`config.mk`:
```
export PLATFORM = sky130hd
export DESIGN_NAME = shift_seq_ctrl_flat
export DESIGN_NICKNAME = d
export VERILOG_FILES = /design/src/rtl/shift_seq_ctrl_pkg.sv /design/src/rtl/shift_seq_ctrl_if.sv /design/src/rtl/shift_seq_ctrl.sv /design/src/flat_wrapper.sv
export SDC_FILE = /design/constraint.sdc
export NUM_CORES = 1
export LEC_CHECK = 0
export CAP_MARGIN = 20
export CELL_PAD_IN_SITES_DETAIL_PLACEMENT = 0
export CELL_PAD_IN_SITES_GLOBAL_PLACEMENT = 1
export CORE_UTILIZATION = 32
export CTS_CLUSTER_SIZE = 10
export DETAILED_ROUTE_END_ITERATION = 6
export GPL_TIMING_DRIVEN = 0
export PLACE_DENSITY = 0.91
export SLEW_MARGIN = 20
export SYNTH_ARGS = -nofsm -noshare
export SYNTH_HDL_FRONTEND = slang
export SYNTH_SLANG_ARGS = --single-unit
export TNS_END_PERCENT = 30
```
`constraint.sdc`:
```
create_clock -name clk -period 4.15 [get_ports clk]
set_input_delay 1.245 -clock clk [delete_from_list [all_inputs] [get_ports clk]]
set_output_delay 1.245 -clock clk [all_outputs]
set_load 0.02 [all_outputs]
```
`src/rtl/shift_seq_ctrl_pkg.sv`:
```
// Shared encodings for the shift sequencer: shift-unit control codes,
// request opcodes and FSM state values.
package shift_seq_ctrl_pkg;

   localparam logic [2:0] SC_NOP  = 3'b000;
   localparam logic [2:0] SC_LOAD = 3'b001;
   localparam logic [2:0] SC_SLL  = 3'b010;
   localparam logic [2:0] SC_SRL  = 3'b011;
   localparam logic [2:0] SC_SRA  = 3'b100;

   localparam logic [1:0] OP_SLL = 2'b00;
   localparam logic [1:0] OP_SRL = 2'b01;
   localparam logic [1:0] OP_SRA = 2'b10;

   localparam logic [2:0] ST_IDLE_ENC    = 3'd0;
   localparam logic [2:0] ST_LOAD_ENC    = 3'd1;
   localparam logic [2:0] ST_SHIFT_ENC   = 3'd2;
   localparam logic [2:0] ST_CAPTURE_ENC = 3'd3;
   localparam logic [2:0] ST_FINISH_ENC  = 3'd4;

   typedef enum logic [2:0] {
      ST_IDLE    = ST_IDLE_ENC,
      ST_LOAD    = ST_LOAD_ENC,
      ST_SHIFT   = ST_SHIFT_ENC,
      ST_CAPTURE = ST_CAPTURE_ENC,
      ST_FINISH  = ST_FINISH_ENC
   } state_t;

   function automatic logic [2:0] op_to_sc(input logic [1:0] op);
      case (op)
         OP_SRL:  return SC_SRL;
         OP_SRA:  return SC_SRA;
         default: return SC_SLL;
      endcase
   endfunction

endpackage

```
`src/rtl/shift_seq_ctrl_if.sv`:
```
// Request/response bundle between the multicycle control unit (master)
// and the shift sequencer (slave).
interface shift_seq_ctrl_if #(
   parameter int AMT_W = 5
);
   logic             start;
   logic [1:0]       op;
   logic [31:0]      src;
   logic [AMT_W-1:0] amt;
   logic             abort;
   logic             busy;
   logic             done;
   logic             err;
   logic [31:0]      result;

   modport master (output start, op, src, amt, abort,
                   input  busy, done, err, result);
   modport slave  (input  start, op, src, amt, abort,
                   output busy, done, err, result);
endinterface

```
`src/rtl/shift_seq_ctrl.sv`:
```
// Sequences one shift request onto the shift register unit: load, one or
// more shift steps, capture, then a single done pulse with the result.
//
// state   | meaning
// --------+-----------------------------------------------------------
// IDLE    | waiting for start; operands latched on acceptance
// LOAD    | shift unit loads latched src (ShiftControl = 001)
// SHIFT   | one step of min(remaining, STEP_MAX) per cycle
// CAPTURE | shift unit idle; result taken from Shift_reg_out at edge
// FINISH  | done pulse (err too when the op was invalid)
module shift_seq_ctrl
   import shift_seq_ctrl_pkg::*;
#(
   parameter int AMT_W    = 5,
   parameter int STEP_MAX = 31
) (
   input  logic             clk,
   input  logic             reset_n,
   shift_seq_ctrl_if.slave  req,
   input  logic [31:0]      Shift_reg_out,
   output logic [2:0]       ShiftControl,
   output logic [31:0]      Shift_source,
   output logic [31:0]      Shift_amount
);

   localparam logic [AMT_W-1:0] STEP_LIM = AMT_W'(STEP_MAX);

   state_t           state_q, state_d;
   logic [1:0]       op_q, op_d;
   logic [31:0]      src_q, src_d;
   logic [AMT_W-1:0] rem_q, rem_d, step_cur;
   logic             inv_q, inv_d;
   logic [2:0]       sc_q, sc_d;
   logic [AMT_W-1:0] samt_q, samt_d;
   logic             busy_q, busy_d;
   logic             done_q, done_d;
   logic             err_q, err_d;
   logic [31:0]      res_q;

   assign step_cur = (rem_q > STEP_LIM) ? STEP_LIM : rem_q;

   always_comb begin
      state_d = state_q;
      op_d    = op_q;
      src_d   = src_q;
      rem_d   = rem_q;
      inv_d   = inv_q;
      sc_d    = SC_NOP;
      samt_d  = '0;
      busy_d  = 1'b1;
      done_d  = 1'b0;
      err_d   = 1'b0;

      case (state_q)
         ST_IDLE: begin
            if (req.start && !req.abort) begin
               op_d    = req.op;
               src_d   = req.src;
               rem_d   = req.amt;
               inv_d   = (req.op == 2'b11);
               state_d = (req.op == 2'b11) ? ST_FINISH : ST_LOAD;
            end
         end
         ST_LOAD: begin
            if (req.abort)           state_d = ST_IDLE;
            else if (rem_q == '0)    state_d = ST_CAPTURE;
            else                     state_d = ST_SHIFT;
         end
         ST_SHIFT: begin
            if (req.abort) begin
               state_d = ST_IDLE;
            end else begin
               rem_d   = rem_q - step_cur;
               state_d = (rem_d != '0) ? ST_SHIFT : ST_CAPTURE;
            end
         end
         ST_CAPTURE: state_d = req.abort ? ST_IDLE : ST_FINISH;
         ST_FINISH:  state_d = ST_IDLE;
         default:    state_d = ST_IDLE;
      endcase

      // Outputs are decoded from the next state so they appear as flops
      // aligned with the state they belong to.
      case (state_d)
         ST_IDLE:  busy_d = 1'b0;
         ST_LOAD:  sc_d   = SC_LOAD;
         ST_SHIFT: begin
            sc_d   = op_to_sc(op_d);
            samt_d = (rem_d > STEP_LIM) ? STEP_LIM : rem_d;
         end
         ST_FINISH: begin
            done_d = 1'b1;
            err_d  = inv_d;
         end
         default: ;
      endcase
   end

   always_ff @(posedge clk or negedge reset_n) begin
      if (!reset_n) begin
         state_q <= ST_IDLE;
         op_q    <= '0;
         src_q   <= '0;
         rem_q   <= '0;
         inv_q   <= 1'b0;
         sc_q    <= SC_NOP;
         samt_q  <= '0;
         busy_q  <= 1'b0;
         done_q  <= 1'b0;
         err_q   <= 1'b0;
         res_q   <= '0;
      end else begin
         state_q <= state_d;
         op_q    <= op_d;
         src_q   <= src_d;
         rem_q   <= rem_d;
         inv_q   <= inv_d;
         sc_q    <= sc_d;
         samt_q  <= samt_d;
         busy_q  <= busy_d;
         done_q  <= done_d;
         err_q   <= err_d;
         if (state_q == ST_CAPTURE && state_d == ST_FINISH)
            res_q <= Shift_reg_out;
      end
   end

   assign ShiftControl = sc_q;
   assign Shift_source = src_q;
   assign Shift_amount = 32'(samt_q);
   assign req.busy     = busy_q;
   assign req.done     = done_q;
   assign req.err      = err_q;
   assign req.result   = res_q;

endmodule

```
`src/flat_wrapper.sv`:
```
// flat-port wrapper written by rule: the top's interface ports become plain ports
module shift_seq_ctrl_flat import shift_seq_ctrl_pkg::*;
#(
   parameter int AMT_W    = 5,
   parameter int STEP_MAX = 31
)
  (clk, reset_n, Shift_reg_out, ShiftControl, Shift_source, Shift_amount, req_start, req_op, req_src, req_amt, req_abort, req_busy, req_done, req_err, req_result);
  shift_seq_ctrl_if #(.AMT_W(AMT_W)) req_i ();
  input  logic clk;
  input  logic reset_n;
  input  logic [31:0] Shift_reg_out;
  output logic [2:0] ShiftControl;
  output logic [31:0] Shift_source;
  output logic [31:0] Shift_amount;
  input wire logic [$bits(req_i.start)-1:0] req_start;
  input wire logic [$bits(req_i.op)-1:0] req_op;
  input wire logic [$bits(req_i.src)-1:0] req_src;
  input wire logic [$bits(req_i.amt)-1:0] req_amt;
  input wire logic [$bits(req_i.abort)-1:0] req_abort;
  output wire logic [$bits(req_i.busy)-1:0] req_busy;
  output wire logic [$bits(req_i.done)-1:0] req_done;
  output wire logic [$bits(req_i.err)-1:0] req_err;
  output wire logic [$bits(req_i.result)-1:0] req_result;
  assign req_i.start = req_start;
  assign req_i.op = req_op;
  assign req_i.src = req_src;
  assign req_i.amt = req_amt;
  assign req_i.abort = req_abort;
  assign req_busy = req_i.busy;
  assign req_done = req_i.done;
  assign req_err = req_i.err;
  assign req_result = req_i.result;
  shift_seq_ctrl #(.AMT_W(AMT_W), .STEP_MAX(STEP_MAX)) u_core (.clk(clk), .reset_n(reset_n), .req(req_i), .Shift_reg_out(Shift_reg_out), .ShiftControl(ShiftControl), .Shift_source(Shift_source), .Shift_amount(Shift_amount));
endmodule
```
Yosys cells after proc, flatten, opt, wreduce, memory -nomap -nowiden
Index checks and enable logic that the tools add are counted.
- bits in latches: 0
- memory bits (writable): 0
- ROM bits: 0
- bits in registers: 86
- logic and storage cells: 54
- input port bits: 75
- output and inout bits: 102
- memories: 0
- equal/unequal tests: 9
- shifts and indexed selects: 0
- magnitude comparators: 2
- $mul: 0
- reduce and logical (&&, ||, !) cells: 8
- mux-type cells: 23
- divide/modulo/power cells: 0
- add/sub/neg operators: 1
- bitwise gates (word level): 0
- operator list (cell ; count):
    5-bit two-way mux ; 5
    3-bit two-way mux ; 5
    3-bit case mux with 2 select lines ; 2
    3-bit case mux with 4 select lines ; 1
    5-bit > comparator, second input constant ; 2
    5-bit case mux with 2 select lines ; 1
    3-bit by 2-bit == test with 1-bit output, second input constant ; 3
    1-bit two-way mux ; 7
    3-bit by 1-bit == test with 1-bit output, second input constant ; 2
    3-bit logical NOT ; 2
    5-bit logical NOT ; 1
    5-bit nonzero test ; 1
    5-bit subtractor ; 1
    2-bit == test, second input constant ; 2
    2-bit two-way mux ; 2
    3-bit == test, second input constant ; 1
    2-bit by 1-bit == test with 1-bit output, second input constant ; 1
    1-bit logical AND ; 2
    2-bit AND reduction ; 1
    1-bit logical NOT ; 1

Depth between registers and ports, before layout
Gate-level depths: netlist of the first run.
- word-level depth: 9
- gate-level depth with buffers: 7
- mapped depth without buffers: 5

Worst setup path after synthesis of the first run
OpenSTA, ideal clock, no wires.
- path kind: input port to flip-flop
- start point: input req_abort
- end point: register u_core.res_q[10] (netlist: u_core.req.result[10])
- setup time: 0.125 ns
- stages: 5
- data required time: 4.025 ns
- arrival time: 2.190 ns
- path slack: 1.835 ns
- path buffers: 2
- cell sequence: nor2_1 and3_1 buf_2 buf_2 mux2_2
- cells in the longest elaborated chain, start to end: 6
- elaborated cells on any way between the ends: 9
- those cells by class: 1 x eq/ne; 5 x mux; 3 x reduce/logical
- ends and longest elaborated chain (element ; RTL line ; text):
    start, declared ; flat_wrapper.sv:19 ; input wire logic [$bits(req_i.abort)-1:0] req_abort;
    1-bit logical NOT ; shift_seq_ctrl.sv:56 ; if (req.start && !req.abort) begin
    1-bit logical AND ; shift_seq_ctrl.sv:56 ;
    3-bit two-way mux ; shift_seq_ctrl.sv:56 ;
    3-bit case mux with 4 select lines * ; shift_seq_ctrl.sv:54 ; case (state_q)
    3-bit == test * ; shift_seq_ctrl.sv:123 ; if (state_q == ST_CAPTURE && state_d == ST_FINISH)
    1-bit logical AND * ; shift_seq_ctrl.sv:123 ;
    end signal, assigned ; shift_seq_ctrl.sv:124 ; res_q <= Shift_reg_out;
    end, declared ; shift_seq_ctrl.sv:38 ; logic [31:0] res_q;
Every way passes the cells marked *; elsewhere a longest branch is shown, timed or not.
A chain may end at the register's enable or synchronous reset.

Worst setup path in the final report of the first run
- start point: input req_abort
- end point: register u_core.src_q[18] (netlist: u_core.Shift_source[18])
- cells in the longest elaborated chain, start to end: 3
- ends and longest elaborated chain (element ; RTL line ; text):
    1-bit logical NOT ; shift_seq_ctrl.sv:56 ;
    1-bit logical AND ; shift_seq_ctrl.sv:56 ;
    2-bit AND reduction (no line) ; n/a ;
    end signal, assigned ; shift_seq_ctrl.sv:115 ; src_q <= src_d;
    end, declared ; shift_seq_ctrl.sv:30 ; logic [31:0] src_q, src_d;
Every way passes these cells.

==> results.sh, run 1 <==
export IMPL_status="finished, final reports clean"
export IMPL_cts_tree="done"
export IMPL_start_util=0.3356
export IMPL_synth_ff_type="dfrtp_1"
export IMPL_ios=177
export IMPL_arrival_ps=3140
export IMPL_swShare=0.3280
export IMPL_wl_per_cell_um=12.75
export IMPL_fin_skew_ps=5.107
export IMPL_synthTopCellsByCount="nand2_1 (102), dfrtp_1 (86), mux2_2 (33), buf_4 (27), buf_2 (8)"
export IMPL_drv_slew=0
export IMPL_synth_area_um2=3511
export IMPL_overflow=0
export IMPL_die_w_um=106.7
export IMPL_drt_iter0_markers=117
export IMPL_place_congestion=0.7912
export IMPL_min_from="u_core.Shift_source[21]$_DFFE_PN0P_"
export IMPL_critPathKind="in2reg"
export IMPL_cp_max_fo=10
export IMPL_yosys_warnings=0
export IMPL_cts_resized=0
export IMPL_ir_worst_vdd_uv=256.0
export IMPL_slew_headroom=0.5290
export IMPL_cts_hold_buffers=0
export IMPL_synthCells=314
export IMPL_power_leakage_uw=0.002680
export IMPL_grt_pass1_wl_mm=13.24
export IMPL_clockBufferDepth=2
export IMPL_min_path_type="reg2reg"
export IMPL_yosys_area_top_type="dfrtp_1"
export IMPL_power_frac_clock=0.212
export IMPL_yosysMostFrequentCell="nand2_1"
export IMPL_intPower_uw=1857
export IMPL_worst_slack_ps=1295
export IMPL_nNetsFinal=581
export IMPL_fillers=979
export IMPL_p_seq_frac=0.417
export IMPL_grt_start_max_net_pins=56
export IMPL_synth_top_area_frac=0.6130
export IMPL_die_y_um=106.7
export IMPL_r2r_end="u_core.Shift_source[18]$_DFFE_PN0P_"
export IMPL_vias_per_cell=4.293
export IMPL_areaGrowthSynthToFinish_pct=56.81
export IMPL_ys_ff_latch=86
export IMPL_rsz0062_at_grt="false"
export IMPL_r2r_cells=7
export IMPL_netSwitchingPower_uw=906.8
export IMPL_cts_root_buf="clkbuf_8"
export IMPL_final_antenna_net_count=0
export IMPL_insertion_delay_ps=340
export IMPL_fin_crit_sh=0.6880
export IMPL_end_kind="flop"
export IMPL_ys_top_cells_by_area="dfrtp_1 (61%), nand2_1 (11%), mux2_2 (11%), buf_4 (5.8%), buf_2 (1.1%)"
export IMPL_grt_pass1_vias=2789
export IMPL_fmax_ghz=0.3502
export IMPL_wirelength_mm=8.222
export IMPL_power_density_nw_per_um2=502.1
export IMPL_dr_pass1_iters=5
export IMPL_clk_pin_slew_ps=80
export IMPL_route_detailed_drc=0
export IMPL_worst_slew_pin_slew_ps=701.1
export IMPL_setup_viol_count_final=0
export IMPL_fin_setup_tns_ps=0
export IMPL_synth_edff_count=0
export IMPL_rows=37
export IMPL_numCtsBuffers=9
export IMPL_dr_total_vias=2769
export IMPL_r2r_setup_slack_ps=2310
export IMPL_whs_path_depth=2
export IMPL_core_area_um2=10460
export IMPL_post_cts_setup_buffers=0
export IMPL_place_ws_ps=920.6
export IMPL_htreeDepth=3
export IMPL_period_needed_ps=2855
export IMPL_hold_viol_final=0
export IMPL_dieArea_um2=11390
export IMPL_r2r_start="u_core.state_q[1]$_DFF_PN0_"
export IMPL_cap_violations=0
export IMPL_drive_gt1_frac=0.1749
export IMPL_cp_start_kind="input pin"
export IMPL_clock_sinks=86
export IMPL_ys_seq_area_frac=0.6130
export IMPL_async_flop_share=1.000
export IMPL_grt_use_total=0.1498
export IMPL_pwr_share_comb=0.371
export IMPL_diodes=0
export IMPL_cp_required_ps=4430
export IMPL_io_buffers=149
export IMPL_hold_end="u_core.Shift_source[21]$_DFFE_PN0P_"
export IMPL_synth_area_per_cell_um2=11.18
export IMPL_antenna_found_initial=0
export IMPL_ys_types=35
export IMPL_dpl_hpwl_mm=6.320
[cells by family (layout without fill, tap and decap cells)]
family | after synthesis | after routing | synth area share
buffers and inverters | 42 | 208 | 0.07662
adders and majority gates | 2 | 2 | 0.007126
DFF | 86 | 86 | 0.6130
and+or+nand+nor | 134 | 134 | 0.1654
AOI/OAI and AO/OA | 13 | 13 | 0.02459
muxes | 34 | 34 | 0.1087
xor gates and xnor gates | 1 | 1 | 0.002495
other | 2 | 31 | 0.002139
[layout by cell type, fill, tap and decap left out, types with 2 or more instances in the layout]
cell type,netlist,layout
nor2_1,5,5
ha_1,2,2
and2_1,2,2
conb_1,2,31
nor2b_1,4,4
a22o_1,3,3
nand2_1,102,102
nand3_1,2,2
buf_2,8,8
or3_1,2,2
clkinvlp_4,0,2
buf_4,27,28
clkdlybuf4s50_1,0,148
dfrtp_1,86,86
and3_1,6,6
mux2_2,33,33
nand4_1,2,2
inv_1,3,3
clkbuf_1,4,5
clkinv_4,0,2
clkbuf_8,0,9
o21ai_0,4,4
[power by group through the flow]
| stage | sequential, µW | combinational [µW] | clock (µW) |
|---|---|---|---|
| final | 1150 | 1030 | 586 |
| after global routing | 1180 | 1090 | 651 |
| after CTS | 1160 | 1040 | 616 |
| after detailed placement | 1170 | 1030 | 0 |
| after global placement | 1160 | 1020 | 0 |
| after floorplan | 1400 | 268 | 0 |
[routing by layer]
| metal | up-vias | track usage | share of wire |
|---|---|---|---|
| li1 | 1339 | - | - |
| met1 | 1287 | 0.1745 | 0.42 |
| met2 | 136 | 0.2461 | 0.45 |
| met3 | 7 | 0.06565 | 0.12 |
| met4 | 0 | 0.04990 | 0.0077 |
| met5 | - | 0 | 0 |
[registers in the layout (all words and copies together), names as in the netlist]
name	cells
u_core.op_q	2
u_core.req.result	32
u_core.req.err	1
u_core.rem_q	5
u_core.state_q	3
u_core.req.done	1
u_core.inv_q	1
u_core.req.busy	1
u_core.samt_q	5
u_core.ShiftControl	3
u_core.Shift_source	32
[worst max-delay path, cell delays in order]
cell	delay [ps]
clkdlybuf4s50_1	550
nor3_4	340
and2_1	170
clkbuf_1	380
buf_2	310
nand2_1	80
nand2_1	60
[how the worst max path moves through the flow]
| stage | from | to | slack [ps] | depth (start not counted) |
|---|---|---|---|---|
| after global placement | reset_n | u_core.req.result[28]$_DFFE_PN0P_ | -1240 | 1 |
| final | req_abort | u_core.Shift_source[18]$_DFFE_PN0P_ | 1290 | 7 |
| after detailed placement | req_abort | u_core.Shift_source[18]$_DFFE_PN0P_ | 920 | 7 |
| after global routing | req_abort | u_core.Shift_source[12]$_DFFE_PN0P_ | 1160 | 7 |
| after CTS | req_abort | u_core.Shift_source[18]$_DFFE_PN0P_ | 1280 | 7 |
| after floorplan | req_abort | u_core.req.result[10]$_DFFE_PN0P_ | 1840 | 5 |
[metrics by stage]
stage	instances	cell area (µm²)	power (µW)	hold slack [ps]	utilization
after floorplan	343	3620	1663	438.9	-
after global placement	628	5281	2180	449.4	0.5048
after detailed placement	629	5306	2205	461.3	0.5072
after CTS	645	5505	2809	483.0	0.5262
after global routing	645	5505	2929	494.9	0.5262
final	645	5505	2764	475.9	0.5262
[final cells by class]
cell class                 count  area (µm²)  area share
clock buffer                  10       127.6     0.02318
timing repair buffer         150        1516      0.2755
sequential                    86        2152      0.3909
tap                          136       170.2     0.03091
clock inverter                 6       71.32     0.01295
multi-input combinational    215        1199      0.2177
buffer                        39       257.7     0.04682
inverter                       3       11.26    0.002045
Power figures use the tool's default switching activity.
==> run 2: changes to the inputs <==
- CORE_UTILIZATION: 32 -> 27
- PLACE_DENSITY: 0.91 -> 0.82
- clock period: 4.15 -> 2.4 ns (I/O delays scaled with it)
==> results.sh, run 2 (same netlist as run 1, synthesis figures left out) <==
export IMPL_status="finished, final reports clean"
export IMPL_grt_pass1_vias=2733
export IMPL_start_util=0.2771
export IMPL_drv_slew=0
export IMPL_slew_headroom=0.5353
export IMPL_layout_common_cells="clkdlybuf4s50_1 (148), nand2_1 (102), dfrtp_1 (86), mux2_2 (33), conb_1 (31)"
export IMPL_clk_pin_slew_ps=70
export IMPL_end_kind="flop"
export IMPL_rsz0062_at_grt="false"
export IMPL_dr_pass1_iters=4
export IMPL_layout_cells_non_filler=680
export IMPL_fmax_ghz=0.4386
export IMPL_vias_per_cell=4.018
export IMPL_die_y_um=116.0
export IMPL_fin_crit_sh=0.9499
export IMPL_setup_viol_count_final=0
export IMPL_final_common_cell="clkdlybuf4s50_1"
export IMPL_drive_gt1_frac=0.1791
export IMPL_worst_slew_pin_slew_ps=691.8
export IMPL_power_total_uw=5218
export IMPL_rows=41
export IMPL_grt_use_total=0.1285
export IMPL_cpMostUsedCell="buf_2"
export IMPL_final_antenna_net_count=0
export IMPL_slowest_delay_ps=570
export IMPL_cp_start_kind="input pin"
export IMPL_dr_total_vias=2732
export IMPL_io_buffers=149
export IMPL_overflow=0
export IMPL_wl_per_cell_um=12.47
export IMPL_cp_required_ps=2620
export IMPL_insertion_delay_ps=340
export IMPL_core_area_um2=12670
export IMPL_cp_max_fo=10
export IMPL_htreeDepth=3
export IMPL_wirelength_mm=8.477
export IMPL_worst_slack_ps=120.2
export IMPL_nNetsFinal=580
export IMPL_grt_start_max_net_pins=54
export IMPL_placedCellCount=665
export IMPL_ios=177
export IMPL_antenna_found_initial=0
export IMPL_place_ws_ps=-320.6
export IMPL_arrival_ps=2500
export IMPL_ir_worst_vdd_uv=347.2
export IMPL_cap_violations=0
export IMPL_min_path_type="in2async"
export IMPL_dieArea_um2=13460
export IMPL_cts_root_buf="clkbuf_16"
export IMPL_numCtsBuffers=9
export IMPL_power_leakage_uw=0.002739
export IMPL_clockBufferDepth=2
export IMPL_period_needed_ps=2280
export IMPL_critPathKind="in2reg"
export IMPL_fin_skew_ps=4.023
export IMPL_route_detailed_drc=0
export IMPL_crit_chain="clkdlybuf4s50_1 -> nor2_1 -> and3_1 -> buf_2 -> buf_2 -> mux2_2"
export IMPL_diodes=0
export IMPL_critPathSlowestCell="clkdlybuf4s50_1"
export IMPL_fillers=1183
export IMPL_drt_iter0_markers=114
export IMPL_hold_viol_final=0
export IMPL_post_cts_setup_buffers=0
export IMPL_dpl_hpwl_mm=6.395
export IMPL_die_w_um=116.0
export IMPL_clock_sinks=86
export IMPL_cts_tree="done"
export IMPL_power_density_nw_per_um2=920.5
export IMPL_areaGrowthSynthToFinish_pct=61.48
export IMPL_cts_hold_buffers=0
export IMPL_place_congestion=0.8062
export IMPL_cts_resized=0
export IMPL_grt_pass1_wl_mm=13.11
-- run 2: through the flow --
step | utilization | cell area [µm²] | setup TNS, ps | hold WS [ps]
3_5_place_dp | 0.4223 | 5351 | -16450 | 466.0
6_report | 0.4474 | 5669 | 0 | 328.1
3_3_place_gp | 0.4204 | 5326 | -234140 | 448.6
5_1_grt | 0.4474 | 5669 | 0 | 359.2
4_1_cts | 0.4472 | 5667 | 0 | 328.4
2_1_floorplan | - | 3620 | 0 | 424.4
-- run 2: path summary, 6_finish.rpt --
kind | from | endpoint | slack, ps | depth (start not counted)
max | req_abort | u_core.req.result[31]$_DFFE_PN0P_ | 120 | 6
min | reset_n | u_core.req.result[20]$_DFFE_PN0P_ | 330 | 1
max reg2reg | u_core.state_q[2]$_DFF_PN0_ | u_core.req.result[31]$_DFFE_PN0P_ | 680 | 5
min reg2reg | u_core.Shift_source[0]$_DFFE_PN0P_ | u_core.Shift_source[0]$_DFFE_PN0P_ | 480 | 2
max in group asynchronous | reset_n | u_core.Shift_source[30]$_DFFE_PN0P_ | 1460 | 2
min in group clk | u_core.Shift_source[0]$_DFFE_PN0P_ | u_core.Shift_source[0]$_DFFE_PN0P_ | 480 | 2
-- run 2: power by group --
part           internal (µW)  switching, µW  total, µW  leakage [µW]
clock                    832            613       1450      0.000154
sequential              1810            191       2000       0.00111
combinational            914            857       1770       0.00147
total                   3560           1660       5220       0.00274
-- run 2: critical path: cells and delay by family --
kind          cells  cell delay (ps)
buf+inv           3             1010
mux               1              370
simple gates      2              390
-- run 2: cell type report --
| cell class | count | area, µm² | area share |
|---|---|---|---|
| clock inverter | 7 | 90.09 | 0.01589 |
| timing repair buffer | 150 | 1516 | 0.2675 |
| multi-input combinational | 215 | 1200 | 0.2117 |
| clock buffer | 9 | 225.2 | 0.03973 |
| tap | 172 | 215.2 | 0.03796 |
| inverter | 3 | 11.26 | 0.001986 |
| sequential | 86 | 2152 | 0.3796 |
| buffer | 38 | 259.0 | 0.04569 |
-- run 2: metal layers --
metal | vias to the layer above | part of all wire | global-route usage
met2 | 129 | 0.45 | 0.2111
met1 | 1251 | 0.42 | 0.1476
met5 | - | 0 | 0
li1 | 1340 | - | -
met4 | 0 | 0.015 | 0.05641
met3 | 12 | 0.11 | 0.05178
==> run 3: changes to the inputs <==
- ABC_AREA: not set -> 1
- SETUP_SLACK_MARGIN: not set -> 0.5
==> results.sh, run 3 <==
export IMPL_status="finished, final reports clean"
export IMPL_ys_types=24
export IMPL_ys_top_cells_by_area="dfrtp_1 (60%), nand2_1 (12%), mux2_2 (10%), buf_4 (6.5%), inv_1 (2.8%)"
export IMPL_arrival_ps=1270
export IMPL_nNetsFinal=610
export IMPL_drv_slew=0
export IMPL_place_congestion=0.8176
export IMPL_overflow=0
export IMPL_layout_cells_non_filler=710
export IMPL_ys_seq_area_frac=0.5991
export IMPL_vias_per_cell=3.934
export IMPL_cp_required_ps=1680
export IMPL_fin_crit_sh=0.8282
export IMPL_drt_iter0_markers=75
export IMPL_diodes=0
export IMPL_ys_ff_latch=86
export IMPL_synth_top_area_frac=0.5991
export IMPL_clk_pin_slew_ps=60
export IMPL_grt_use_total=0.1251
export IMPL_cts_tree="done"
export IMPL_die_y_um=117.3
export IMPL_dpl_hpwl_mm=6.139
export IMPL_die_w_um=117.3
export IMPL_yosysMostFrequentCell="nand2_1"
export IMPL_htreeDepth=3
export IMPL_async_flop_share=1.000
export IMPL_wirelength_mm=8.470
export IMPL_antenna_found_initial=0
export IMPL_grt_pass1_wl_mm=13.59
export IMPL_power_leakage_uw=0.003462
export IMPL_synthCells=343
export IMPL_fin_skew_ps=5.543
export IMPL_rows=41
export IMPL_grt_start_max_net_pins=56
export IMPL_critPathSlowestCell="clkdlybuf4s50_1"
export IMPL_rsz0062_at_grt="true"
export IMPL_ios=177
export IMPL_synth_edff_count=0
export IMPL_route_detailed_drc=0
export IMPL_drive_gt1_frac=0.1691
export IMPL_areaGrowthSynthToFinish_pct=61.13
export IMPL_wl_per_cell_um=11.93
export IMPL_crit_chain="clkdlybuf4s50_1"
export IMPL_layout_common_cells="nand2_1 (115), dfrtp_1 (86), clkdlybuf4s50_1 (85), dlymetal6s2s_1 (34)"
export IMPL_dr_pass1_iters=4
export IMPL_min_path_type="in2async"
export IMPL_cp_start_kind="flop"
export IMPL_cts_root_buf="clkbuf_16"
export IMPL_fillers=1178
export IMPL_synth_area_um2=3592
export IMPL_place_ws_ps=128.6
export IMPL_synthTopCellsByCount="nand2_1 (115), dfrtp_1 (86), mux2_2 (32), buf_4 (31), inv_1 (27)"
export IMPL_r2r_cells=6
export IMPL_postLayoutCoreUtil=0.4531
export IMPL_critPathTopFamily="buffers and inverters"
export IMPL_cp_max_fo=2
export IMPL_grt_pass1_vias=2748
export IMPL_placedCellCount=694
export IMPL_fmax_ghz=0.5031
export IMPL_slowest_delay_ps=610
export IMPL_power_total_uw=4573
export IMPL_dr_total_vias=2793
export IMPL_final_antenna_net_count=0
export IMPL_clockBufferDepth=2
export IMPL_yosys_area_top_type="dfrtp_1"
export IMPL_end_kind="output pin"
export IMPL_power_density_nw_per_um2=790.1
export IMPL_cap_violations=0
export IMPL_hold_viol_final=0
export IMPL_io_buffers=149
export IMPL_synth_ff_type="dfrtp_1"
export IMPL_core_area_um2=12770
export IMPL_insertion_delay_ps=330
export IMPL_numCtsBuffers=9
export IMPL_crit_buf_inv=1
export IMPL_worst_slack_ps=412.3
export IMPL_start_util=0.2812
export IMPL_period_needed_ps=1988
export IMPL_synth_area_per_cell_um2=10.47
export IMPL_setup_viol_count_final=0
export IMPL_final_common_cell="nand2_1"
export IMPL_dieArea_um2=13770
export IMPL_yosys_warnings=0
export IMPL_ir_worst_vdd_uv=321.2
export IMPL_clock_sinks=86
export IMPL_critPathKind="reg2out"
export IMPL_path_depth=1
-- run 3: cell types whose count changed in the layout (fill, tap and decap cells not counted), sizes merged, moves of 3 or more --
| cell | before | now |
|---|---|---|
| dlymetal6s2s | 0 | 34 |
| nand2 | 103 | 116 |
| clkbuf | 14 | 17 |
| clkdlybuf4s50 | 148 | 85 |
| a22o | 3 | 0 |
| nor2b | 5 | 0 |
| nor2 | 5 | 18 |
| inv | 7 | 28 |
| and3 | 6 | 0 |
| nand3 | 2 | 5 |
| dlygate4sd2 | 0 | 29 |
-- run 3: final timing paths --
kind                                                        to  slack (ps)                                from
min in group clk            u_core.Shift_source[9]$_DFFE_PN0P_         470  u_core.Shift_source[9]$_DFFE_PN0P_
hold / removal                      u_core.samt_q[2]$_DFF_PN0_         330                             reset_n
setup / recovery                                req_result[28]         410   u_core.req.result[28]$_DFFE_PN0P_
max in group asynchronous  u_core.Shift_source[28]$_DFFE_PN0P_        1460                             reset_n
hold reg to reg             u_core.Shift_source[9]$_DFFE_PN0P_         470  u_core.Shift_source[9]$_DFFE_PN0P_
setup reg to reg                    u_core.samt_q[1]$_DFF_PN0_         920         u_core.state_q[2]$_DFF_PN0_
-- run 3: stage by stage --
step / instance area (µm²) / TNS [ps] / hold slack, ps
after floorplan: 3701 / 0 / 424.4
after global placement: 5408 / -213140 / 461.3
after detailed placement: 5433 / 0 / 464.8
after CTS: 5703 / 0 / 333.1
after global routing: 5788 / 0 / 353.7
final: 5788 / 0 / 330.5
-- run 3: cells by family (layout without fill, tap and decap cells) --
logic type	Yosys count	after routing	share of synthesized area
adder cells (fa/ha/maj)	2	2	0.006965
AND/OR/NAND/NOR	143	143	0.1623
AO/OA/AOI/OAI	12	12	0.01951
flip-flops	86	86	0.5991
buffers and inverters	66	232	0.1097
other	2	31	0.002091
multiplexers	32	32	0.1003
-- run 3: cell type report --
type	instances	area, µm²	share of cell area
flip-flops and latches	86	2152	0.3718
repair buffers	150	1565	0.2704
plain buffers	38	289.0	0.04994
well taps	172	215.2	0.03718
multi-input cells	220	1155	0.1995
inverters	28	105.1	0.01816
clock buffers	14	294.0	0.05080
clock inverters	2	12.51	0.002162
-- run 3: routing by layer --
metal  track usage  share of wire  vias up
met2        0.1930           0.46      121
met5             0              0        -
met3       0.05107          0.086        9
met4       0.05276          0.014        0
met1        0.1535           0.44     1274
li1              -              -     1389
-- run 3: report_power, final --
part	internal, µW	leakage (µW)	switching (µW)
combinational	631	0.00220	710
clock	841	0.000151	531
sequential	1730	0.00111	130
total	3200	0.00346	1370
-- run 3: timing repair --
action	in CTS	in global routing
hold buffers	0	0
setup buffers	0	0
resized for setup	29	34
cloned	0	0
setup endpoints to repair	98	114
pin swaps	0	0
==> patch, RTL diff (settings of run 2) <==
`STEP_MAX` is set to 31 in 2 places; all go to 16.
--- a/src/rtl/shift_seq_ctrl.sv
+++ b/src/rtl/shift_seq_ctrl.sv
@@ -13,5 +13,5 @@
 #(
    parameter int AMT_W    = 5,
-   parameter int STEP_MAX = 31
+   parameter int STEP_MAX = 16
 ) (
    input  logic             clk,
--- a/src/flat_wrapper.sv
+++ b/src/flat_wrapper.sv
@@ -3,5 +3,5 @@
 #(
    parameter int AMT_W    = 5,
-   parameter int STEP_MAX = 31
+   parameter int STEP_MAX = 16
 )
   (clk, reset_n, Shift_reg_out, ShiftControl, Shift_source, Shift_amount, req_start, req_op, req_src, req_amt, req_abort, req_busy, req_done, req_err, req_result);
Behaviour: not the same (Yosys sat finds a counterexample within 4 cycles, from zero or initial values and one cycle with reset_n low).
==> patch against run 2 <==
Worst setup slack better by 0.19 ns. Critical endpoint is now u_core.ShiftControl[1]$_DFF_PN0_. Hold slack better by 0.048 ns. Sequential share of layout area decreased by 1.1 points. Non-clock buffer count rose by 3. Total power barely moved. Final area rose by 3.0%. Synthesized area grew 6.5%. Fmax increased by 9.3%. Sequential cell count did not move. First-iteration DRC count fell by 41%. Global-route usage shrank 0.22 points. Wire length is 1.7% higher. Core utilization decreased by 1.0 points. Highest routed layer unchanged.
==> patch: results (changes against run 2) <==
| Metric | Value |
|---|---|
| Maximum vdd drop | 0.397 mV (+14%) |
| Clock Power Share | 0.246 (-0.031) |
| Fill cells | 1287 (+8.8%) |
| Leak pwr | 0.00278 uW (+1.4%) |
| Top Family by Delay on Critical Path | compound AO/OA/AOI/OAI gates |
| Layout cells sized above 1 | 0.158 (-0.0213) |
| Dpl ws | 0.176 ns (+0.496 ns) |
| Wirelength per Cell | 12.3 um (-1.5%) |
| R2R depth | 7 (+2) |
| Largest stage delay, worst path | 0.47 ns (-0.10 ns) |
| Synth top cells by count | nand2_1 (104), dfrtp_1 (86), buf_4 (36) |
| Slowest cell on crit path | o21ai_2 |
| Ys Warns | 0 (unchanged) |
| Main area contributors after synthesis | dfrtp_1 (58%), nand2_1 (10%), mux2_1 (8.1%) |
| Postcts setup bufs | 0 (unchanged) |
| Iter 0 DRT Violations | 67 (-41%) |
| Clock skew | 0.00834 ns (+0.00431 ns) |
| Final GP Congestion | 0.811 (+0.60%) |
| DR vias/cell | 4.14 (+2.9%) |
| Synth Cell Area | 3740 um2 (+6.5%) |
| FFs w/ async S/R, synth | 1.00 (unchanged) |
| Worst-path maximum fanout | 9 (-1) |
| Status | complete, no violations |
| Total CTS buffers | 9 (unchanged) |
| DP HPWL | 6400 um (about the same) |
| First-pass GRT wire length | 14000 um (+6.6%) |
| Pin count of the biggest net entering global routing | 45 (-17%) |
| Non-Filler Instances | 702 (+3.2%) |
| # H-tree levels | 3 (unchanged) |
| Worst skew pair latency | 0.34 ns (about the same) |
| Int Pwr | 3500 uW (-1.5%) |
| N_diodes | 0 (unchanged) |
| Buffers on Ports | 148 (-0.67%) |
| Relative slew slack | 0.612 (+0.0771) |
| Synth Area in Adders | 0.00335 (-0.00378) |
| CP Data Arrival Time | 2.32 ns (-0.18 ns) |
| Layout Nets | 597 (+2.9%) |
| Sw Share | 0.329 (+0.0106) |
| Post-CTS sizing | 0 (unchanged) |
| Drt first pass iters | 4 (unchanged) |
| Unique masters post-synth | 50 (+43%) |
| Sequential area share after synthesis | 0.576 (-0.0371) |
| # placed instances | 686 (+3.2%) |
| Worst hold path type | primary input to async pin |
| Multiplexer share of the synthesized area | 0.0991 (-0.00960) |
| Compound-gate portion of the synthesized area | 0.0552 (+0.0306) |
| Total Routing Usage GR | 0.126 (-0.00216) |
| Xor/xnor cell area share of the yosys netlist | 0.00234 (-0.000151) |
| Syn_area_per_cell | 11.2 um2 (-0.22%) |
| Main synth FF type | dfrtp_1 |
| Post-DP Area | 5560 um2 (+3.9%) |
| Initial antenna violation count | 0 (unchanged) |
| Vias in the first global route | 2902 (+6.2%) |
## patch: changes by cell type after synthesis, moves of 3 or more
cell	delta
mux2_2	-28
mux2_1	+27
buf_4	+9
and3_1	-5
clkbuf_1	-4
o21a_1	+4
buf_2	-3
nand3b_1	+3
nor2_1	+3
nor3b_2	+3
## patch: path summary, 6_finish.rpt
kind	slack, ns	to	startpoint
min in group clk	0.47	u_core.Shift_source[16]$_DFFE_PN0P_	u_core.Shift_source[16]$_DFFE_PN0P_
max in group asynchronous	1.41	u_core.Shift_source[29]$_DFFE_PN0P_	reset_n
worst max register to register	0.31	u_core.ShiftControl[1]$_DFF_PN0_	u_core.rem_q[4]$_DFF_PN0_
worst max-delay path	0.31	u_core.ShiftControl[1]$_DFF_PN0_	u_core.rem_q[4]$_DFF_PN0_
worst min register to register	0.47	u_core.Shift_source[16]$_DFFE_PN0P_	u_core.Shift_source[16]$_DFFE_PN0P_
worst min-delay path	0.38	u_core.req.result[4]$_DFFE_PN0P_	reset_n
## patch: area by class of cell
class,instances,area share
Sequential cell,86,0.369
Clock buffer,10,0.0409
Inverter,5,0.00321
Clock inverter,6,0.00643
Timing Repair Buffer,149,0.258
Buffer,42,0.0525
Tap cell,176,0.0377
Multi-Input combinational cell,228,0.233
## patch: per-layer routing
| metal | vias up | track usage | wire [um] |
|---|---|---|---|
| li1 | 1410 | - | - |
| met1 | 1362 | 0.151 | 3630 |
| met2 | 118 | 0.198 | 4070 |
| met3 | 13 | 0.0513 | 755 |
| met4 | 0 | 0.0586 | 156 |
| met5 | - | 0 | 0 |
## patch: cell families after synthesis
group           count (synthesis)
compound gates                 23
xor+xnor                        1
fa+ha+maj                       1
buf+inv                        47
flops                          86
mux                            33
other cells                     2
simple gates                  142
